==> src/rtl/uart_tx_ctrl.sv <==
// Memory-mapped UART transmitter: TX FIFO, programmable baud divisor, polled status.
// Define UART_TX_PARITY_EN to append an even-parity bit to every frame (8E1 instead of 8N1).
module uart_tx_ctrl #(
    parameter int          FIFO_DEPTH  = 4,
    parameter logic [15:0] DEFAULT_DIV = 16'd867
) (
    input  logic        clk,
    input  logic        rst_n,
    input  logic [31:0] mem_waddr_i,
    input  logic [31:0] mem_wdata_i,
    input  logic [3:0]  mem_we_i,
    input  logic [31:0] mem_raddr_i,
    output logic [31:0] mem_rdata_o,
    output logic        uart_txd_o
);

    localparam int AW = (FIFO_DEPTH > 1) ? $clog2(FIFO_DEPTH) : 1;
    localparam int CW = AW + 1;

    typedef enum logic [2:0] {
        ST_IDLE,
        ST_START,
        ST_DATA,
`ifdef UART_TX_PARITY_EN
        ST_PARITY,
`endif
        ST_STOP
    } state_t;

    // Bus decode
    logic [1:0] wr_sel;
    logic [1:0] rd_sel;
    logic       push_req;
    logic       push_ok;
    logic       pop;
    logic       fifo_full;
    logic       fifo_empty;
    logic [7:0] fifo_head;

    // Registers
    logic [7:0]    fifo_mem [FIFO_DEPTH];
    logic [AW-1:0] wr_ptr_reg;
    logic [AW-1:0] rd_ptr_reg;
    logic [CW-1:0] count_reg;
    logic [CW-1:0] count_next;
    logic          ovf_reg;
    logic          en_reg;
    logic [15:0]   bauddiv_reg;

    // Transmitter
    state_t      state_reg, state_next;
    logic [15:0] cnt_reg, cnt_next;
    logic [2:0]  bit_idx_reg, bit_idx_next;
    logic [7:0]  shift_reg, shift_next;
    logic        txd_reg, txd_next;
    logic        bit_done;
`ifdef UART_TX_PARITY_EN
    logic        parity_reg, parity_next;
`endif

    logic unused_bits;
    assign unused_bits = ^{mem_waddr_i[31:4], mem_waddr_i[1:0], mem_raddr_i[31:4],
                           mem_raddr_i[1:0], mem_wdata_i[31:16], mem_we_i[3:2]};

    assign wr_sel     = mem_waddr_i[3:2];
    assign rd_sel     = mem_raddr_i[3:2];
    assign fifo_full  = (count_reg == CW'(FIFO_DEPTH));
    assign fifo_empty = (count_reg == '0);
    assign push_req   = mem_we_i[0] && (wr_sel == 2'd0);
    // Full is judged on the pre-pop count, so a push racing a pop is still dropped.
    assign push_ok    = push_req && !fifo_full;
    assign fifo_head  = fifo_mem[rd_ptr_reg];
    assign count_next = count_reg + {{AW{1'b0}}, push_ok} - {{AW{1'b0}}, pop};

    always_ff @(posedge clk) begin
        if (push_ok) begin
            fifo_mem[wr_ptr_reg] <= mem_wdata_i[7:0];
        end
    end

    always_ff @(posedge clk or negedge rst_n) begin
        if (!rst_n) begin
            wr_ptr_reg  <= '0;
            rd_ptr_reg  <= '0;
            count_reg   <= '0;
            ovf_reg     <= 1'b0;
            en_reg      <= 1'b0;
            bauddiv_reg <= DEFAULT_DIV;
        end else begin
            if (push_ok) begin
                wr_ptr_reg <= wr_ptr_reg + 1'b1;
            end
            if (pop) begin
                rd_ptr_reg <= rd_ptr_reg + 1'b1;
            end
            count_reg <= count_next;
            if (push_req && fifo_full) begin
                ovf_reg <= 1'b1;
            end else if (mem_we_i[0] && (wr_sel == 2'd1) && mem_wdata_i[3]) begin
                ovf_reg <= 1'b0;
            end
            if (wr_sel == 2'd2) begin
                if (mem_we_i[0]) bauddiv_reg[7:0]  <= mem_wdata_i[7:0];
                if (mem_we_i[1]) bauddiv_reg[15:8] <= mem_wdata_i[15:8];
            end
            if (mem_we_i[0] && (wr_sel == 2'd3)) begin
                en_reg <= mem_wdata_i[0];
            end
        end
    end

    always_ff @(posedge clk or negedge rst_n) begin
        if (!rst_n) begin
            state_reg   <= ST_IDLE;
            cnt_reg     <= '0;
            bit_idx_reg <= '0;
            shift_reg   <= '0;
            txd_reg     <= 1'b1;
`ifdef UART_TX_PARITY_EN
            parity_reg  <= 1'b0;
`endif
        end else begin
            state_reg   <= state_next;
            cnt_reg     <= cnt_next;
            bit_idx_reg <= bit_idx_next;
            shift_reg   <= shift_next;
            txd_reg     <= txd_next;
`ifdef UART_TX_PARITY_EN
            parity_reg  <= parity_next;
`endif
        end
    end

    assign bit_done = (cnt_reg == 16'd0);

    always_comb begin
        state_next   = state_reg;
        cnt_next     = cnt_reg;
        bit_idx_next = bit_idx_reg;
        shift_next   = shift_reg;
        pop          = 1'b0;
        txd_next     = 1'b1;
`ifdef UART_TX_PARITY_EN
        parity_next  = parity_reg;
`endif
        case (state_reg)
            ST_IDLE: begin
                if (en_reg && !fifo_empty) begin
                    state_next = ST_START;
                    pop        = 1'b1;
                    shift_next = fifo_head;
                    cnt_next   = bauddiv_reg;
`ifdef UART_TX_PARITY_EN
                    parity_next = ^fifo_head;
`endif
                end
            end
            ST_START: begin
                if (bit_done) begin
                    state_next   = ST_DATA;
                    bit_idx_next = 3'd0;
                    cnt_next     = bauddiv_reg;
                end else begin
                    cnt_next = cnt_reg - 16'd1;
                end
            end
            ST_DATA: begin
                if (bit_done) begin
                    cnt_next = bauddiv_reg;
                    if (bit_idx_reg == 3'd7) begin
`ifdef UART_TX_PARITY_EN
                        state_next = ST_PARITY;
`else
                        state_next = ST_STOP;
`endif
                    end else begin
                        bit_idx_next = bit_idx_reg + 3'd1;
                        shift_next   = {1'b0, shift_reg[7:1]};
                    end
                end else begin
                    cnt_next = cnt_reg - 16'd1;
                end
            end
`ifdef UART_TX_PARITY_EN
            ST_PARITY: begin
                if (bit_done) begin
                    state_next = ST_STOP;
                    cnt_next   = bauddiv_reg;
                end else begin
                    cnt_next = cnt_reg - 16'd1;
                end
            end
`endif
            ST_STOP: begin
                if (bit_done) begin
                    // Chain straight into the next frame when data is waiting.
                    if (en_reg && !fifo_empty) begin
                        state_next = ST_START;
                        pop        = 1'b1;
                        shift_next = fifo_head;
                        cnt_next   = bauddiv_reg;
`ifdef UART_TX_PARITY_EN
                        parity_next = ^fifo_head;
`endif
                    end else begin
                        state_next = ST_IDLE;
                    end
                end else begin
                    cnt_next = cnt_reg - 16'd1;
                end
            end
            default: state_next = ST_IDLE;
        endcase

        // Line level is derived from the next state so the pin comes straight off a flop.
        case (state_next)
            ST_START:  txd_next = 1'b0;
            ST_DATA:   txd_next = shift_next[0];
`ifdef UART_TX_PARITY_EN
            ST_PARITY: txd_next = parity_next;
`endif
            default:   txd_next = 1'b1;
        endcase
    end

    assign uart_txd_o = txd_reg;

    always_comb begin
        mem_rdata_o = 32'd0;
        case (rd_sel)
            2'd1: mem_rdata_o = {16'd0, 8'(count_reg), 4'd0, ovf_reg, fifo_empty,
                                 fifo_full, (state_reg != ST_IDLE)};
            2'd2: mem_rdata_o = {16'd0, bauddiv_reg};
            2'd3: mem_rdata_o = {31'd0, en_reg};
            default: mem_rdata_o = 32'd0;
        endcase
    end

endmodule

==> config.mk <==
export PLATFORM = sky130hd
export DESIGN_NAME = uart_tx_ctrl
export DESIGN_NICKNAME = d
export VERILOG_FILES = /design/src/rtl/uart_tx_ctrl.sv
export SDC_FILE = /design/constraint.sdc
export NUM_CORES = 1
export LEC_CHECK = 0
export BUFFER_PORTS_ARGS = -buffer_cell sky130_fd_sc_hd__buf_2
export CAP_MARGIN = 15
export CORE_MARGIN = 5
export CORE_UTILIZATION = 30
export DETAILED_ROUTE_END_ITERATION = 8
export SYNTH_ARGS = -nofsm -noshare
export SYNTH_HDL_FRONTEND = slang
export SYNTH_SLANG_ARGS = --single-unit
==> constraint.sdc <==
create_clock -name clk -period 2.8 [get_ports clk]
set_clock_uncertainty 0.15 [all_clocks]
set_input_delay 0.42 -clock clk [delete_from_list [all_inputs] [get_ports clk]]
set_output_delay 0.42 -clock clk [all_outputs]
set_load 0.02 [all_outputs]
==> results of run 1 <==
layout make-up:
| cell class | count | area share |
|---|---|---|
| inverter | 17 | 0.01214 |
| tap | 184 | 0.04379 |
| clock inverter | 6 | 0.01404 |
| timing repair buffer | 59 | 0.06568 |
| sequential | 88 | 0.4510 |
| clock buffer | 10 | 0.04545 |
| multi-input combinational | 259 | 0.3679 |
repair_timing:
item | in CTS | in global routing
resized for setup | 0 | 1
endpoints found under the setup margin | 0 | 1
hold buffers | 1 | 0
buffers inserted | 0 | 0
hold endpoints to repair | 19 | 0
power by group:
part	switching (µW)	total [µW]	internal, µW
registers	363	2010	1650
clock network	506	1230	728
logic	678	1340	658
cells in the mapped netlist, drive strengths merged (9+ instances only):
library cell / count
nor3: 12
nand2: 25
o21ai: 17
and2: 17
nor2: 16
buf: 20
ha: 9
mux2: 17
a21oi: 10
a22o: 12
dfrtp: 49
clkbuf: 9
edfxtp: 32
inv: 17
layer usage:
layer	wire, µm	vias to the layer above
met5	0	-
met4	200	0
met3	518	13
met2	4861	96
met1	4434	1579
li1	-	1497
through the flow:
step           hold WS [ns]  area, µm²  cells  power [µW]
2_1_floorplan      -0.02559       4548    393        2915
3_3_place_gp         0.2963       4928    606        3313
3_5_place_dp         0.3043       4928    606        3359
4_1_cts              0.1526       5251    623        4623
5_1_grt              0.1636       5258    623        4867
6_report             0.1632       5258    623        4580
placed cells by master, fill, tap and decap left out, types with 4 or more instances in the layout:
| cell | synthesis | routed |
|---|---|---|
| nor2_1 | 16 | 16 |
| o311ai_0 | 4 | 4 |
| o211ai_1 | 6 | 6 |
| ha_1 | 9 | 9 |
| a221o_1 | 8 | 8 |
| conb_1 | 1 | 17 |
| a22o_1 | 12 | 12 |
| a22oi_1 | 5 | 5 |
| o21bai_1 | 4 | 4 |
| and2_1 | 17 | 17 |
| nand3_1 | 6 | 6 |
| buf_4 | 16 | 18 |
| o21ai_0 | 16 | 16 |
| dfrtp_1 | 49 | 49 |
| xnor2_1 | 4 | 4 |
| buf_2 | 1 | 40 |
| edfxtp_1 | 32 | 32 |
| nor2b_1 | 5 | 5 |
| clkbuf_16 | 0 | 9 |
| mux4_2 | 8 | 8 |
| dfstp_2 | 7 | 7 |
| inv_1 | 17 | 17 |
| or3_1 | 4 | 4 |
| mux2_2 | 17 | 17 |
| a21oi_1 | 10 | 10 |
| nand2_1 | 25 | 25 |
| nor3_1 | 12 | 12 |
worst paths after layout:
kind | start | cells after the start | endpoint
min in group asynchronous | rst_n | 2 | cnt_reg[14]
max in group asynchronous | rst_n | 3 | uart_txd_o
hold / removal | mem_wdata_i[13] | 2 | bauddiv_reg[13]
hold reg to reg | ovf_reg | 2 | ovf_reg
setup / recovery | cnt_reg[0] | 11 | count_reg[2]
setup reg to reg | cnt_reg[0] | 11 | count_reg[2]
kinds of logic after synthesis:
kind of cell,count (synthesis),synth area share
AOI/OAI and AO/OA,84,0.1405
adders and majority gates,10,0.02961
DFF,88,0.5293
other,1,0.0008372
xor gates and xnor gates,6,0.01173
buffers and inverters,46,0.05558
muxes,25,0.08296
and+or+nand+nor,117,0.1494
==> impl_metrics.py, run 1 <==
metrics = {
    "status": {
        "status": "completed",
    },
    "worst_setup_path": {
        "end_kind": "register",
        "path_class": "register to register",
        "critical_path.max_fanout": 5,
        "cp_slowest_stage_delay_ns": 0.42,
        "path_buf_inv": 2,
        "ff2ff_setup_slack_ns": 0.16,
        "slowest_stage": "dfrtp_1",
        "worstPathArrival_ns": 2.70,
        "crit_family": "adder cells",
        "start_kind": "register",
        "path_cells": "inv_1 -> ha_1 -> nor3b_2 -> nand4_2 -> o21ai_2 -> ha_1 -> inv_1 -> ha_1 -> fa_1 -> xor2_1 -> xnor2_1",
        "crit_path_frequent_cell": "ha_1",
        "worst-endpoint-required_ns": 2.86,
    },
    "pwr": {
        "peakVddDrop_mv": 0.4581,
        "p_per_area_mw_per_mm2": 871.1,
        "power.leakage_uw": 0.002101,
    },
    "grt": {
        "grt_pass1_wl_um": 16640,
        "grt.total_usage": 0.1160,
        "met1_usage": 0.1539,
        "busiest_layer": "met2",
        "met2_usage": 0.1884,
        "antenna_found_initial": 0,
        "overflow": 0,
        "grt_max_degree": 26,
        "grt_pass1_vias": 3203,
        "met3_usage": 0.02290,
    },
    "clocking": {
        "htreeDepth": 3,
        "clkLatencyLatePin_ns": 0.34,
        "clk_pin_slew_ns": 0.07,
        "cts_tree": "done",
        "clockBufferDepth": 2,
        "cts_sinks": 88,
        "cts_buffers": 9,
        "cts_root_buffer": "clkbuf_16",
    },
    "yosys": {
        "yosysTopAreaCellShare": 0.2737,
        "ys_ff_latch": 88,
        "ys_warn_count": 0,
        "syn_avg_cell_area_um2": 11.88,
        "ys_seq_area_frac": 0.5293,
        "synthesis.area_mm2": 0.004479,
        "synthTopCellsByArea": "dfrtp_1, edfxtp_1, mux2_2",
        "yosys_most_used_dff": "dfrtp_1",
        "synthCells": 377,
        "yosysTopAreaCell": "dfrtp_1",
        "synth_cell_type_count": 62,
        "synthArstFlopShare": 0.6364,
        "synth-edff-count": 32,
    },
    "placed_design": {
        "place_ws_ns": 0.1401,
        "globalplace.congestion": 0.8127,
        "portBuffers": 40,
        "hpwl_um": 7514,
    },
    "die": {
        "die_y_um": 132.2,
        "initial_utilization": 0.3070,
        "num_io_pins": 135,
        "die_area_mm2": 0.01747,
        "fp.dieW_um": 132.2,
        "core_area_mm2": 0.01459,
        "fp-row-count": 44,
    },
    "finish": {
        "area_delta_synth_final_pct": 17.37,
        "largest_register_ffs": 32,
        "final-seq-area_mm2": 0.002371,
        "fill_cells": 1412,
        "antennaDiodeCount": 0,
        "fin_util": 0.3604,
        "multi_input_area_mm2": 0.001934,
        "drive_above_1_share": 0.2870,
        "nets": 546,
    },
    "drt": {
        "drt_wl_total_um": 10010,
        "via_count": 3185,
        "first_pass_iters": 4,
        "drc_errors": 0,
        "avgRoutedWirePerCell_um": 16.07,
        "drt-vias-per-instance": 5.112,
        "postRouteAntennaNets": 0,
        "drt_iter0_drc": 195,
    },
    "timing": {
        "fin_crit_sh": 0.9417,
        "hold_violations": 0,
        "setup_viol": 0,
        "max_slew.worst_pin.slew_ns": 0.5795,
        "fin_ws_ns": 0.1631,
        "slew_headroom": 0.6083,
        "rsz0062_at_grt": "no",
        "period_minus_slack_ns": 2.637,
        "drv_slew": 0,
        "fmax_ghz": 0.3792,
        "setup_tns_ns": 0,
    },
    "job": {
        "max-cap-violations": 0,
    },
    "worst_hold_path": {
        "min_path_type": "input port to register",
    },
}
Note: power is estimated with default switching activity, not from simulation.
==> inputs of run 2 (changes only) <==
--- a/config.mk
+++ b/config.mk
@@ -10,6 +10,7 @@
 export CORE_MARGIN = 5
 export CORE_UTILIZATION = 30
 export DETAILED_ROUTE_END_ITERATION = 8
+export PLACE_DENSITY = 0.59
 export SYNTH_ARGS = -nofsm -noshare
 export SYNTH_HDL_FRONTEND = slang
 export SYNTH_SLANG_ARGS = --single-unit
==> run 2 against run 1 <==
- die area stayed put
- largest cell class unchanged
- critical endpoint unchanged
- critical path type unchanged
- first-iteration DRC count is 13% lower
- combinational power is 4% higher
==> impl_metrics.py, run 2 (synthesis results as in run 1) <==
metrics = {
    "worst_setup_path": {
        "start_kind": "register",
        "end_kind": "register",
        "worst-endpoint-required_ns": 2.88,
        "worstPathArrival_ns": 2.71,
        "path_class": "register to register",
        "critical_path.max_fanout": 5,
    },
    "timing": {
        "drv_slew": 0,
        "setup_tns_ns": 0,
        "max_slew.worst_pin.slew_ns": 0.7373,
        "slew_headroom": 0.5085,
        "fmax_ghz": 0.3789,
        "hold_violations": 0,
        "setup_viol": 0,
        "rsz0062_at_grt": "no",
        "period_minus_slack_ns": 2.639,
        "fin_ws_ns": 0.1606,
        "holdWs_ns": 0.06413,
        "fin_crit_sh": 0.9426,
    },
    "grt": {
        "grt.total_usage": 0.1178,
        "grt_max_degree": 57,
        "antenna_found_initial": 0,
        "overflow": 0,
        "grt_pass1_wl_um": 16910,
        "grt_pass1_vias": 3203,
    },
    "placed_design": {
        "globalplace.congestion": 0.9127,
        "portBuffers": 40,
        "hpwl_um": 7367,
        "place_ws_ns": 0.1429,
    },
    "finish": {
        "nets": 548,
        "largest_register_ffs": 32,
        "layout_commonest_cell": "dfrtp_1",
        "area_delta_synth_final_pct": 17.49,
        "drive_above_1_share": 0.2902,
        "antennaDiodeCount": 0,
        "final_cell_mix": "dfrtp_1, buf_2, edfxtp_1, nand2_1, buf_4",
    },
    "clocking": {
        "cts_sinks": 88,
        "cts-resized-gates": 0,
        "clk_pin_slew_ns": 0.06,
        "cts_root_buffer": "clkbuf_16",
        "postCtsHoldBufs": 0,
        "cts_tree": "done",
        "post-cts-setup-buffers": 0,
        "htreeDepth": 3,
        "clkLatencyLatePin_ns": 0.34,
        "clockBufferDepth": 2,
        "cts_buffers": 9,
    },
    "job": {
        "max-cap-violations": 0,
    },
    "drt": {
        "postRouteAntennaNets": 0,
        "via_count": 3172,
        "drt-vias-per-instance": 5.075,
        "drt_iter0_drc": 169,
        "drc_errors": 0,
        "drt_wl_total_um": 10060,
        "first_pass_iters": 4,
        "avgRoutedWirePerCell_um": 16.09,
    },
    "die": {
        "initial_utilization": 0.3070,
        "fp.dieW_um": 132.2,
        "core_area_mm2": 0.01459,
        "fp-row-count": 44,
        "die_y_um": 132.2,
        "die_area_mm2": 0.01747,
        "num_io_pins": 135,
    },
    "status": {
        "status": "completed",
    },
    "pwr": {
        "peakVddDrop_mv": 0.4294,
        "p_per_area_mw_per_mm2": 873.9,
        "power.leakage_uw": 0.002114,
    },
    "worst_hold_path": {
        "min_path_type": "input port to asynchronous set/reset pin",
    },
}
run 2: per-layer routing:
metal | global-route usage | vias to the layer above | share of wire
li1 | - | 1508 | -
met1 | 0.1621 | 1570 | 0.47
met2 | 0.1864 | 77 | 0.47
met3 | 0.01565 | 17 | 0.040
met4 | 0.05090 | 0 | 0.021
met5 | 0 | - | 0
run 2: power by group:
| part | total (µW) | internal, µW | switching, µW |
|---|---|---|---|
| combinational | 1400 | 688 | 713 |
| sequential | 1990 | 1650 | 344 |
| clock | 1210 | 699 | 508 |
| total | 4600 | 3030 | 1560 |
run 2: area by class of cell:
| class | count | area (µm²) |
|---|---|---|
| clock buffer | 9 | 225.2 |
| timing repair buffer | 61 | 357.8 |
| multi-input combinational | 259 | 1941 |
| fill | 1405 | 9326 |
| clock inverter | 7 | 73.82 |
| tap | 184 | 230.2 |
| inverter | 17 | 63.81 |
| sequential | 88 | 2371 |
run 2: path summary, 6_finish.rpt:
check,start,slack [ns],to,depth (start not counted)
max,cnt_reg[13],0.16,count_reg[2],9
min,rst_n,0.06,cnt_reg[15],2
max reg2reg,cnt_reg[13],0.16,count_reg[2],9
min reg2reg,bit_idx_reg[1],0.36,bit_idx_reg[1],1
max in group asynchronous,rst_n,1.94,shift_reg[3],2
min in group clk,mem_wdata_i[1],0.16,fifo_mem[3][1],1
run 2: through the flow:
| step | area, µm² | power [µW] | cells | util |
|---|---|---|---|---|
| after global routing | 5263 | 4893 | 625 | 0.3607 |
| final | 5263 | 4599 | 625 | 0.3607 |
| after floorplan | 4548 | 2915 | 393 | - |
| after detailed placement | 4951 | 3394 | 609 | 0.3394 |
| after CTS | 5250 | 4617 | 625 | 0.3599 |
| after global placement | 4951 | 3348 | 609 | 0.3394 |
run 2: worst max-delay path, cell delays in order, from the launching register on:
cell,delay [ns]
dfrtp_1,0.44
nor4_2,0.48
nand4_2,0.18
o21ai_2,0.23
ha_1,0.17
inv_1,0.04
ha_1,0.18
fa_1,0.37
xor2_1,0.17
xnor2_1,0.12
==> inputs of run 3 (changes only) <==
--- a/config.mk
+++ b/config.mk
@@ -11,6 +11,7 @@
 export CORE_UTILIZATION = 30
 export DETAILED_ROUTE_END_ITERATION = 8
 export PLACE_DENSITY = 0.59
+export SETUP_SLACK_MARGIN = 0.5
 export SYNTH_ARGS = -nofsm -noshare
 export SYNTH_HDL_FRONTEND = slang
 export SYNTH_SLANG_ARGS = --single-unit
==> run 3 against run 2 <==
- register-to-register slack improved by 0.17 ns
- sequential cell count did not move
- non-clock buffer count rose by 15
- wire length rose by 7.0%
- final area rose by 6.8%
- first-iteration DRC count rose by 0.59%
- sequential power rose by 4%
- critical endpoint unchanged
==> impl_metrics.py, run 3 (synthesis results as in run 1) <==
metrics = {
    "finish": {
        "antennaDiodeCount": 0,
        "final-seq-area_mm2": 0.002376,
        "multi_input_area_mm2": 0.002145,
        "fill_cells": 1376,
        "nets": 563,
        "final_cell_mix": "dfrtp_1, buf_2, edfxtp_1, buf_4, nand2_1",
        "layout_commonest_cell": "dfrtp_1",
        "largest_register_ffs": 32,
        "drive_above_1_share": 0.3750,
        "final_cells": 640,
        "area_delta_synth_final_pct": 25.45,
    },
    "timing": {
        "fin_crit_sh": 0.8824,
        "fmax_ghz": 0.4047,
        "setup_tns_ns": 0,
        "rsz0062_at_grt": "yes",
        "setup_viol": 0,
        "slew_headroom": 0.4469,
        "max_slew.worst_pin.slew_ns": 0.8296,
        "hold_violations": 0,
        "drv_slew": 0,
        "period_minus_slack_ns": 2.471,
    },
    "worst_setup_path": {
        "path_class": "register to register",
        "crit_path_frequent_cell": "ha_4",
        "crit_family": "adder cells",
        "worst-endpoint-required_ns": 2.87,
        "ff2ff_path_depth": 11,
        "worstPathArrival_ns": 2.54,
        "cp.depth": 11,
        "start_kind": "register",
        "path_buf_inv": 2,
        "critical_path.max_fanout": 3,
        "end_kind": "register",
        "slowest_stage": "dfrtp_1",
        "path_cells": "inv_1 -> ha_2 -> nor3b_4 -> nand4_4 -> o21ai_4 -> ha_4 -> inv_2 -> ha_4 -> fa_2 -> xor2_1 -> xnor2_1",
        "cp_slowest_stage_delay_ns": 0.40,
    },
    "grt": {
        "grt_pass1_wl_um": 17750,
        "grt_pass1_vias": 3439,
        "antenna_found_initial": 0,
        "overflow": 0,
        "grt_max_degree": 34,
        "grt.total_usage": 0.1243,
    },
    "drt": {
        "avgRoutedWirePerCell_um": 16.82,
        "via_count": 3318,
        "first_pass_iters": 4,
        "drt_wl_total_um": 10770,
        "drt-vias-per-instance": 5.184,
        "drt_iter0_drc": 170,
        "postRouteAntennaNets": 0,
        "drc_errors": 0,
    },
    "die": {
        "num_io_pins": 135,
        "core_area_mm2": 0.01459,
        "die_area_mm2": 0.01747,
        "fp.dieW_um": 132.2,
        "die_y_um": 132.2,
        "fp-row-count": 44,
        "initial_utilization": 0.3070,
    },
    "worst_hold_path": {
        "min_path_type": "input port to asynchronous set/reset pin",
    },
    "placed_design": {
        "portBuffers": 40,
        "dp.cells": 604,
        "globalplace.congestion": 0.8120,
        "hpwl_um": 7544,
    },
    "clocking": {
        "cts_buffers": 9,
        "clockBufferDepth": 2,
        "cts_sinks": 88,
        "cts_root_buffer": "clkbuf_16",
        "htreeDepth": 3,
        "cts_tree": "done",
        "postCtsHoldBufs": 0,
        "clk_pin_slew_ns": 0.07,
        "clkLatencyLatePin_ns": 0.34,
    },
    "job": {
        "max-cap-violations": 0,
    },
    "status": {
        "status": "completed",
    },
    "pwr": {
        "power.leakage_uw": 0.002242,
        "peakVddDrop_mv": 0.4074,
        "p_per_area_mw_per_mm2": 887.3,
    },
}
run 3: changes by cell type in the layout (fill, tap and decap cells not counted), sizes merged:
cell	change
inv	-1
clkinv	+1
buf	+15
run 3: final cells by class:
| type | count | area share |
|---|---|---|
| timing repair buffer | 76 | 0.08929 |
| inverter | 17 | 0.01136 |
| clock buffer | 9 | 0.04008 |
| multi-input combinational | 259 | 0.3817 |
| tap | 184 | 0.04097 |
| sequential | 88 | 0.4228 |
| clock inverter | 7 | 0.01381 |
run 3: per-stage QoR:
| step | hold WS [ns] | setup WS, ns | utilization | total power, µW | instance area [µm²] |
|---|---|---|---|---|---|
| floorplan | -0.02559 | 0.2627 | - | 2985 | 4603 |
| global placement | 0.3399 | 0.2522 | 0.3414 | 3377 | 4981 |
| detailed placement | 0.3434 | 0.2024 | 0.3414 | 3422 | 4981 |
| CTS | 0.05058 | 0.3359 | 0.3732 | 4826 | 5445 |
| global route | 0.09926 | 0.2298 | 0.3852 | 5288 | 5619 |
| finish | 0.03636 | 0.3293 | 0.3852 | 4986 | 5619 |
run 3: routing by layer:
| metal | vias up | global-route usage | share of wire |
|---|---|---|---|
| met2 | 93 | 0.2021 | 0.49 |
| met4 | 0 | 0.04412 | 0.020 |
| met5 | - | 0 | 0 |
| met1 | 1672 | 0.1676 | 0.45 |
| met3 | 17 | 0.02137 | 0.046 |
| li1 | 1536 | - | - |
run 3: final timing paths:
check,startpoint,endpoint,slack (ns)
hold reg to reg,bit_idx_reg[1],bit_idx_reg[1],0.36
setup / recovery,cnt_reg[1],count_reg[2],0.33
setup reg to reg,cnt_reg[1],count_reg[2],0.33
min in group clk,mem_wdata_i[9],bauddiv_reg[9],0.16
max in group asynchronous,rst_n,bauddiv_reg[5],1.77
hold / removal,rst_n,cnt_reg[15],0.04
run 3: report_power, final:
group / internal [µW] / switching (µW) / leakage (µW)
clock: 703 / 524 / 0.000152
sequential: 1650 / 423 / 0.000950
combinational: 873 / 814 / 0.00114
run 3: what timing repair did:
item / in CTS / in global routing
gates cloned: 0 / 1
pin swaps: 5 / 18
resized for setup: 14 / 37
setup buffers: 12 / 7
setup endpoints to repair: 24 / 29
